## config.mk

```make
export PLATFORM = sky130hd
export DESIGN_NAME = dct_transpose_pingpong
export DESIGN_NICKNAME = d
export VERILOG_FILES = /design/src/rtl/dct_transpose_pingpong_pkg.sv /design/src/rtl/dct_transpose_pingpong_bank.sv /design/src/rtl/dct_transpose_pingpong.sv
export SDC_FILE = /design/constraint.sdc
export NUM_CORES = 2
export LEC_CHECK = 0
export CAP_MARGIN = 10
export CORE_MARGIN = 2
export CORE_UTILIZATION = 50
export DETAILED_ROUTE_END_ITERATION = 10
export PLACE_DENSITY_LB_ADDON = 0.05
export SLEW_MARGIN = 15
export SYNTH_ARGS = -nofsm -noshare
export SYNTH_HDL_FRONTEND = slang
export SYNTH_SLANG_ARGS = --single-unit
```

## constraint.sdc

```tcl
create_clock -name i_clk -period 20.7 [get_ports i_clk]
set_input_delay 4.14 -clock i_clk [delete_from_list [all_inputs] [get_ports i_clk]]
set_output_delay 4.14 -clock i_clk [all_outputs]
set_load 0.01 [all_outputs]
```

## src/rtl/dct_transpose_pingpong_pkg.sv

```systemverilog
// Shared constants and helpers for the 2-D DCT transpose buffer and its
// neighbouring column/row 1-D DCT stages.
package dct_transpose_pingpong_pkg;

  localparam int DCT_N      = 8;
  localparam int DCT_DATA_W = 11;
  localparam int DCT_BEAT_W = DCT_N * DCT_DATA_W;

  typedef enum logic {
    BANK_A = 1'b0,
    BANK_B = 1'b1
  } bank_sel_e;

  // Bit offset of element k inside a beat whose elements are w bits wide.
  function automatic int elem_lsb(input int k, input int w);
    return k * w;
  endfunction

endpackage

```

## src/rtl/dct_transpose_pingpong_bank.sv

```systemverilog
// One N x N element bank: whole rows are written, and a row or a column is
// read back combinationally depending on the mode input.
module tpb_bank
  import dct_transpose_pingpong_pkg::*;
#(
  parameter int N      = DCT_N,
  parameter int DATA_W = DCT_DATA_W
) (
  input  logic                    i_clk,
  input  logic                    i_we,
  input  logic [$clog2(N)-1:0]    i_wrow,
  input  logic [N*DATA_W-1:0]     i_wdata,
  input  logic [$clog2(N)-1:0]    i_ridx,
  input  logic                    i_col_mode,
  output logic [N*DATA_W-1:0]     o_rdata
);

  logic [DATA_W-1:0] mem [N][N];

  // Store a full incoming row; contents are deliberately left unreset.
  always_ff @(posedge i_clk) begin
    if (i_we) begin
      for (int k = 0; k < N; k++) begin
        mem[i_wrow][k] <= i_wdata[elem_lsb(k, DATA_W) +: DATA_W];
      end
    end
  end

  // Column mode gathers element i_ridx of every row; row mode returns row i_ridx.
  always_comb begin
    o_rdata = '0;
    for (int k = 0; k < N; k++) begin
      o_rdata[elem_lsb(k, DATA_W) +: DATA_W] = i_col_mode ? mem[k][i_ridx] : mem[i_ridx][k];
    end
  end

endmodule

```

## src/rtl/dct_transpose_pingpong.sv

```systemverilog
// Ping-pong transpose buffer: one bank fills with rows while the other drains
// as columns (or rows, in bypass), with valid/ready on both sides.
module dct_transpose_pingpong
  import dct_transpose_pingpong_pkg::*;
#(
  parameter int N      = DCT_N,
  parameter int DATA_W = DCT_DATA_W
) (
  input  logic                i_clk,
  input  logic                i_rst,
  input  logic                i_valid,
  output logic                o_ready,
  input  logic                i_bypass,
  input  logic [N*DATA_W-1:0] i_data,
  output logic                o_valid,
  input  logic                i_ready,
  output logic [N*DATA_W-1:0] o_data,
  output logic                o_last
);

  localparam int                IDX_W  = $clog2(N);
  localparam int                BEAT_W = N * DATA_W;
  localparam logic [IDX_W-1:0]  LAST   = IDX_W'(N - 1);

  bank_sel_e          wsel;
  bank_sel_e          rsel;
  logic [IDX_W-1:0]   wrow;
  logic [IDX_W-1:0]   rcol;
  logic [1:0]         full;
  logic [1:0]         bypass;
  logic               wr_accept;
  logic               rd_accept;
  logic [1:0]         bank_we;
  logic [BEAT_W-1:0]  rdata_a;
  logic [BEAT_W-1:0]  rdata_b;

  assign o_ready   = !full[wsel];
  assign wr_accept = i_valid & o_ready;
  assign o_valid   = full[rsel];
  assign rd_accept = o_valid & i_ready;
  assign o_last    = o_valid & (rcol == LAST);
  assign o_data    = (rsel == BANK_B) ? rdata_b : rdata_a;

  // Route the accepted row to whichever bank is currently filling.
  always_comb begin
    bank_we    = '0;
    bank_we[0] = wr_accept & (wsel == BANK_A);
    bank_we[1] = wr_accept & (wsel == BANK_B);
  end

  tpb_bank #(.N(N), .DATA_W(DATA_W)) u_bank_a (
    .i_clk      (i_clk),
    .i_we       (bank_we[0]),
    .i_wrow     (wrow),
    .i_wdata    (i_data),
    .i_ridx     (rcol),
    .i_col_mode (!bypass[0]),
    .o_rdata    (rdata_a)
  );

  tpb_bank #(.N(N), .DATA_W(DATA_W)) u_bank_b (
    .i_clk      (i_clk),
    .i_we       (bank_we[1]),
    .i_wrow     (wrow),
    .i_wdata    (i_data),
    .i_ridx     (rcol),
    .i_col_mode (!bypass[1]),
    .o_rdata    (rdata_b)
  );

  // Write-side row counter; hands over to the other bank after the last row.
  always_ff @(posedge i_clk) begin
    if (i_rst) begin
      wrow <= '0;
      wsel <= BANK_A;
    end else if (wr_accept) begin
      if (wrow == LAST) begin
        wrow <= '0;
        wsel <= (wsel == BANK_A) ? BANK_B : BANK_A;
      end else begin
        wrow <= wrow + IDX_W'(1);
      end
    end
  end

  // Read-side column counter; releases the bank after its last beat.
  always_ff @(posedge i_clk) begin
    if (i_rst) begin
      rcol <= '0;
      rsel <= BANK_A;
    end else if (rd_accept) begin
      if (rcol == LAST) begin
        rcol <= '0;
        rsel <= (rsel == BANK_A) ? BANK_B : BANK_A;
      end else begin
        rcol <= rcol + IDX_W'(1);
      end
    end
  end

  // Per-bank flags; a fill and a drain always target different banks, so
  // both updates can land in the same cycle.
  always_ff @(posedge i_clk) begin
    if (i_rst) begin
      full   <= '0;
      bypass <= '0;
    end else begin
      if (wr_accept && (wrow == '0)) begin
        bypass[wsel] <= i_bypass;
      end
      if (wr_accept && (wrow == LAST)) begin
        full[wsel] <= 1'b1;
      end
      if (rd_accept && (rcol == LAST)) begin
        full[rsel] <= 1'b0;
      end
    end
  end

endmodule

```

-- Word-level counts from Yosys, hierarchy flattened
Memory sizes are Yosys's and may differ from the RTL's. A register that Yosys moved wholly into a read port is not among the register bits.
Index checks and enable logic that the tools add are counted.
- add/subtract/negate cells: 2
- $lt $le $gt $ge: 5
- equal/unequal tests: 2
- mux-type cells: 89
- bitwise logic cells: 10
- reduce and logical (&&, ||, !) cells: 9
- operators by type and width (operator ; count):
    $bmux W11 S3 ; 16
    $mux W11 ; 48
    $mux W88 ; 1
    $mux W3 ; 6
    $mux W1 ; 12
    $add A3 B1 Y3 const B ; 2
    $eq A3 B3 Y1 const B ; 2
    $mux W2 ; 3
    $and A1 B1 Y1 ; 5
    $logic_and A1 B1 Y1 ; 5
    $ge A4 B4 Y1 const B ; 1
    $lt A1 B2 Y1 const B ; 2
    $not A3 Y4 ; 1
    $reduce_and A2 Y1 ; 2
    $logic_not A3 Y1 ; 1
    $and A2 B2 Y2 ; 1
    $bwmux W2 ; 1
    $demux W1 S1 ; 2
    $ge A1 B1 Y1 const B ; 2
    $not A2 Y2 ; 1
    $or A2 B2 Y2 ; 1
    $logic_not A1 Y1 ; 1
    $not A1 Y1 ; 1
- flip-flop bits (word level): 12
- RAM bits: 1408
- input port bits: 93
- word-level logic and storage cells: 125
- memories: 2
- memory list (name ; words ; bits a word ; read ports ; clocked after memory_dff ; write ports ; RTL line ; RTL):
    u_bank_a.mem ; 8 ; 88 ; 9 ; 1 ; 1 ; dct_transpose_pingpong_bank.sv:18 ; logic [DATA_W-1:0] mem [N][N];
    u_bank_b.mem ; 8 ; 88 ; 9 ; 1 ; 1 ; dct_transpose_pingpong_bank.sv:18 ;

-- Longest topological paths before layout
- depth in word-level cells: 9
- mapped depth: 8
- mapped depth without buffers: 6

-- Hierarchy
Synthesis repeated with hierarchy kept, for this count alone.
- cell total of the unflattened synthesis: 2869
- area, all modules: 65474.0 um^2
- by module, submodules not included (module ; instances ; cells each ; area each (um^2) ; seq. area each (um^2)):
    tpb_bank at u_bank_b ; 1 ; 1356 ; 32003.2 ; 21140.3
    tpb_bank at u_bank_a ; 1 ; 1345 ; 31803.0 ; 21140.3
    dct_transpose_pingpong ; 1 ; 168 ; 1667.8 ; 240.2

-- Worst setup path after synthesis
OpenSTA, ideal clock, no wires.
- path type: input -> register
- from: in i_valid
- to: mem u_bank_b.mem[0][0] (netlist bit) (enable)
- arrival time: 12.863 ns
- data required time: 19.949 ns
- slack: 7.086 ns
- stages: 3
- cell sequence: clkbuf_1 > nand3b_1 > nor4_1
- longest elaborated chain between the ends: 4
- ends and longest elaborated chain (element ; RTL line ; RTL):
    start: declaration ; dct_transpose_pingpong.sv:11 ; input logic i_valid,
    $and A1 B1 Y1 ; dct_transpose_pingpong.sv:38 ; assign wr_accept = i_valid & o_ready;
    $and A1 B1 Y1 ; dct_transpose_pingpong.sv:48 ; bank_we[1] = wr_accept & (wsel == BANK_B);
    $mux W1 ; dct_transpose_pingpong_bank.sv:22 ; if (i_we) begin
    $mux W1 (implied by the code) ; dct_transpose_pingpong_bank.sv:24 ; mem[i_wrow][k] <= i_wdata[elem_lsb(k, DATA_W) +: DATA_W];
    end: declaration ; dct_transpose_pingpong_bank.sv:18 ;
No other way between the ends.

==> qor.csv <==
stage;metric;value;unit
final_layout;syn_to_final_growth;12.3;%
clock_tree;htree_levels;4;
final_layout;fillers;10008;
timing;slew_violations;0;
synthesis;ys_seq_area_share;65.0;%
timing;worst_pin_slew;1.18;ns
synthesis;yosysTopAreaCell;edfxtp_1;
synthesis;async_reset_ff_share;0;%
power;vdd_drop_max;0.0902;mV
synthesis;synthCells;3896;
synthesis;ys_warn_count;0;
synthesis;syn_nets;3994;
clock_tree;clk_path_buf_depth;3;
timing;timing.final.crit_share;49.8;%
final_layout;final_common_cell;edfxtp_1;
grt;grt_pass1_wl;298000;µm
clock_tree;cts_sinks;1423;
synthesis;synth_edf_count;1408;
floorplanning;die_x;366;µm
synthesis;syn_area_per_cell;16.8;µm²
worst_setup_path;reg2reg_slack;17.09;ns
timing;hold_viol_final;0;
timing;rsz0062_at_grt;no;
timing;tns;0;ns
routing;vias;40626;
routing;drtIter0Drc;5726;
worst_setup_path;endpoint_kind;primary output;
final_layout;nets;4101;
synthesis;synth_seq_cells;1423;
floorplanning;fp-row-count;132;
routing;vias_per_cell;6.92;
outcome;status;completed;
power;power_density;82.3;nW/µm²
routing;drc;0;
grt;antenna_found_initial;18;
worst_setup_path;arrival;6.16;ns
floorplanning;io_pins;184;
power;comb_power_share;3.4;%
power;leakage;20.8;nW
timing;finalSetupViolations;0;
routing;postRouteAntennaNets;0;
synthesis;yosys.area.top_type_share;64.6;%
clock_tree;clock_latency;0.79;ns
timing;max-slew-margin-rel;21.0;%
timing;worst_hold_slack;0.571;ns
clock_tree;cts_buffers;152;
grt;grt-ovfl-total;0;
floorplanning;dieArea;134000;µm²
placement;gp_congestion;0.882;
final_layout;drive_above_1_share;14.3;%
clock_tree;cts_resized;0;
worst_setup_path;worstSetupStartpointType;flop;
job;drv_cap;0;
synthesis;synthTopCellsByArea;edfxtp_1 65%, mux2i_1 14%, mux4_2 8.8%;
timing;fmax;97.1;MHz
floorplanning;die_h;366;µm
routing;postRouteWirelength;209000;µm
worst_setup_path;path_max_fanout;65;
clock_tree;ctsHoldBuffers;0;
clock_tree;postCtsSetupBuffers;0;
synthesis;syn_area;65500;µm²
power;power.switching;0.00127;W
floorplanning;start_util;50.5;%
floorplanning;core_area;130000;µm²
final_layout;multi_input_area;21500;µm²
timing;finalCriticalPeriod;10.30;ns
worst_setup_path;worstPathRequired;16.56;ns
power;netSwitchingFraction;21.1;%
placement;dp_hpwl;129000;µm
routing;first_pass_iters;8;
grt;grt_start_max_net_pins;129;
worst_setup_path;crit_type;reg -> out;
power;internal_power;0.00478;W
clock_tree;root_buffer;clkbuf_16;
power;power_frac_seq;53.0;%
final_layout;seq_area;42600;µm²
final_layout;final_cell_mix;1408 x edfxtp_1, 899 x mux2i_1, 552 x a22oi_1;
placement;io_buffers;183;
power;pwr-share-clk;43.5;%
clock_tree;cts.clk_slew.worst_paths;0.06;ns
synthesis;synth_ff_type;edfxtp_1;
synthesis;ys_types;36;
timing;fin_worst_skew;0.0177;ns
worst_hold_path;min_path_type;reg -> reg;
grt;grtUsageTotal;30.8;%
routing;wl_per_cell;35.7;µm
grt;grt_pass1_vias;40208;
clock_tree;cts_tree;done;
[synthesized netlist by cell type (all sizes together) (9+ instances only)]
cell type  count
mux4         256
nor2          17
dfxtp         15
edfxtp      1408
nand4         88
mux2i        899
a21oi         30
a22oi        552
nand3        228
clkbuf       134
nand2         40
nor3           9
buf          180
[metrics by stage]
step	utilization, %	cell area (µm²)	std cells	setup slack (ns)	power, W
2_1_floorplan	-	65500	3896	7.09	0.00334
3_3_place_gp	53.0	68800	5590	11.39	0.00347
3_5_place_dp	53.0	68800	5590	11.31	0.00348
4_1_cts	56.6	73500	5860	10.49	0.00609
5_1_grt	56.7	73600	5862	10.18	0.00622
6_report	56.7	73600	5867	10.40	0.00606
[critical path, cell delays in order, from the launching register on]
cell             delay [ns]
dfxtp_4                0.85
buf_4                  0.92
buf_4                  0.83
buf_4                  0.94
mux2i_1                0.19
a22oi_1                0.27
nand3_1                0.15
nand4_1                0.39
clkdlybuf4s50_1        0.62
[area by class of cell]
class                      instances  share of cell area [%]
inverter                           4                  0.0204
antenna                            6                  0.0204
timing repair buffer             267                    3.41
tap                             1742                    2.96
clock buffer                     188                    5.53
clock inverter                    82                   0.969
multi-input combinational       2155                    29.2
sequential                      1423                    57.9
[state kept, by name, summed over array words and instances (netlist names), named ones only]
signal,flops
rcol,3
u_bank_a.mem,704
wsel,1
rsel,1
full,2
wrow,3
bypass,2
u_bank_b.mem,704
[logic make-up (layout without fill, tap and decap cells)]
logic type,after synthesis,count (layout),synth area share [%]
compound gates,585,585,6.59
xor+xnor,2,2,0.0268
fa+ha+maj,5,5,0.0955
buf+inv,318,541,2.45
flops,1423,1423,65.0
mux,1156,1156,22.6
other cells,0,6,0
simple gates,407,407,3.26
[power by group through the flow]
stage	combinational [W]	clock [W]	sequential (W)
after CTS	0.000207	0.00267	0.00321
after global routing	0.000218	0.00279	0.00321
final	0.000208	0.00264	0.00321
after floorplan	0.0000650	0	0.00327
after global placement	0.000202	0	0.00327
after detailed placement	0.000206	0	0.00327
[worst paths after layout]
check	startpoint	end	cells after the start
setup / recovery	flop	o_data[44]	8
hold / removal	bypass[0]	bypass[0]	2
setup reg to reg	wrow[2]	u_bank_a.mem[6][84]	4
hold reg to reg	bypass[0]	bypass[0]	2
[routing by layer]
| layer | routed length [µm] | vias up | global-route usage [%] |
|---|---|---|---|
| li1 | - | 16509 | - |
| met1 | 90300 | 21335 | 46.8 |
| met2 | 93400 | 2473 | 45.7 |
| met3 | 21300 | 289 | 6.71 |
| met4 | 4130 | 20 | 6.85 |
| met5 | 105 | - | 0 |
(Power assumes the default switching activity.)
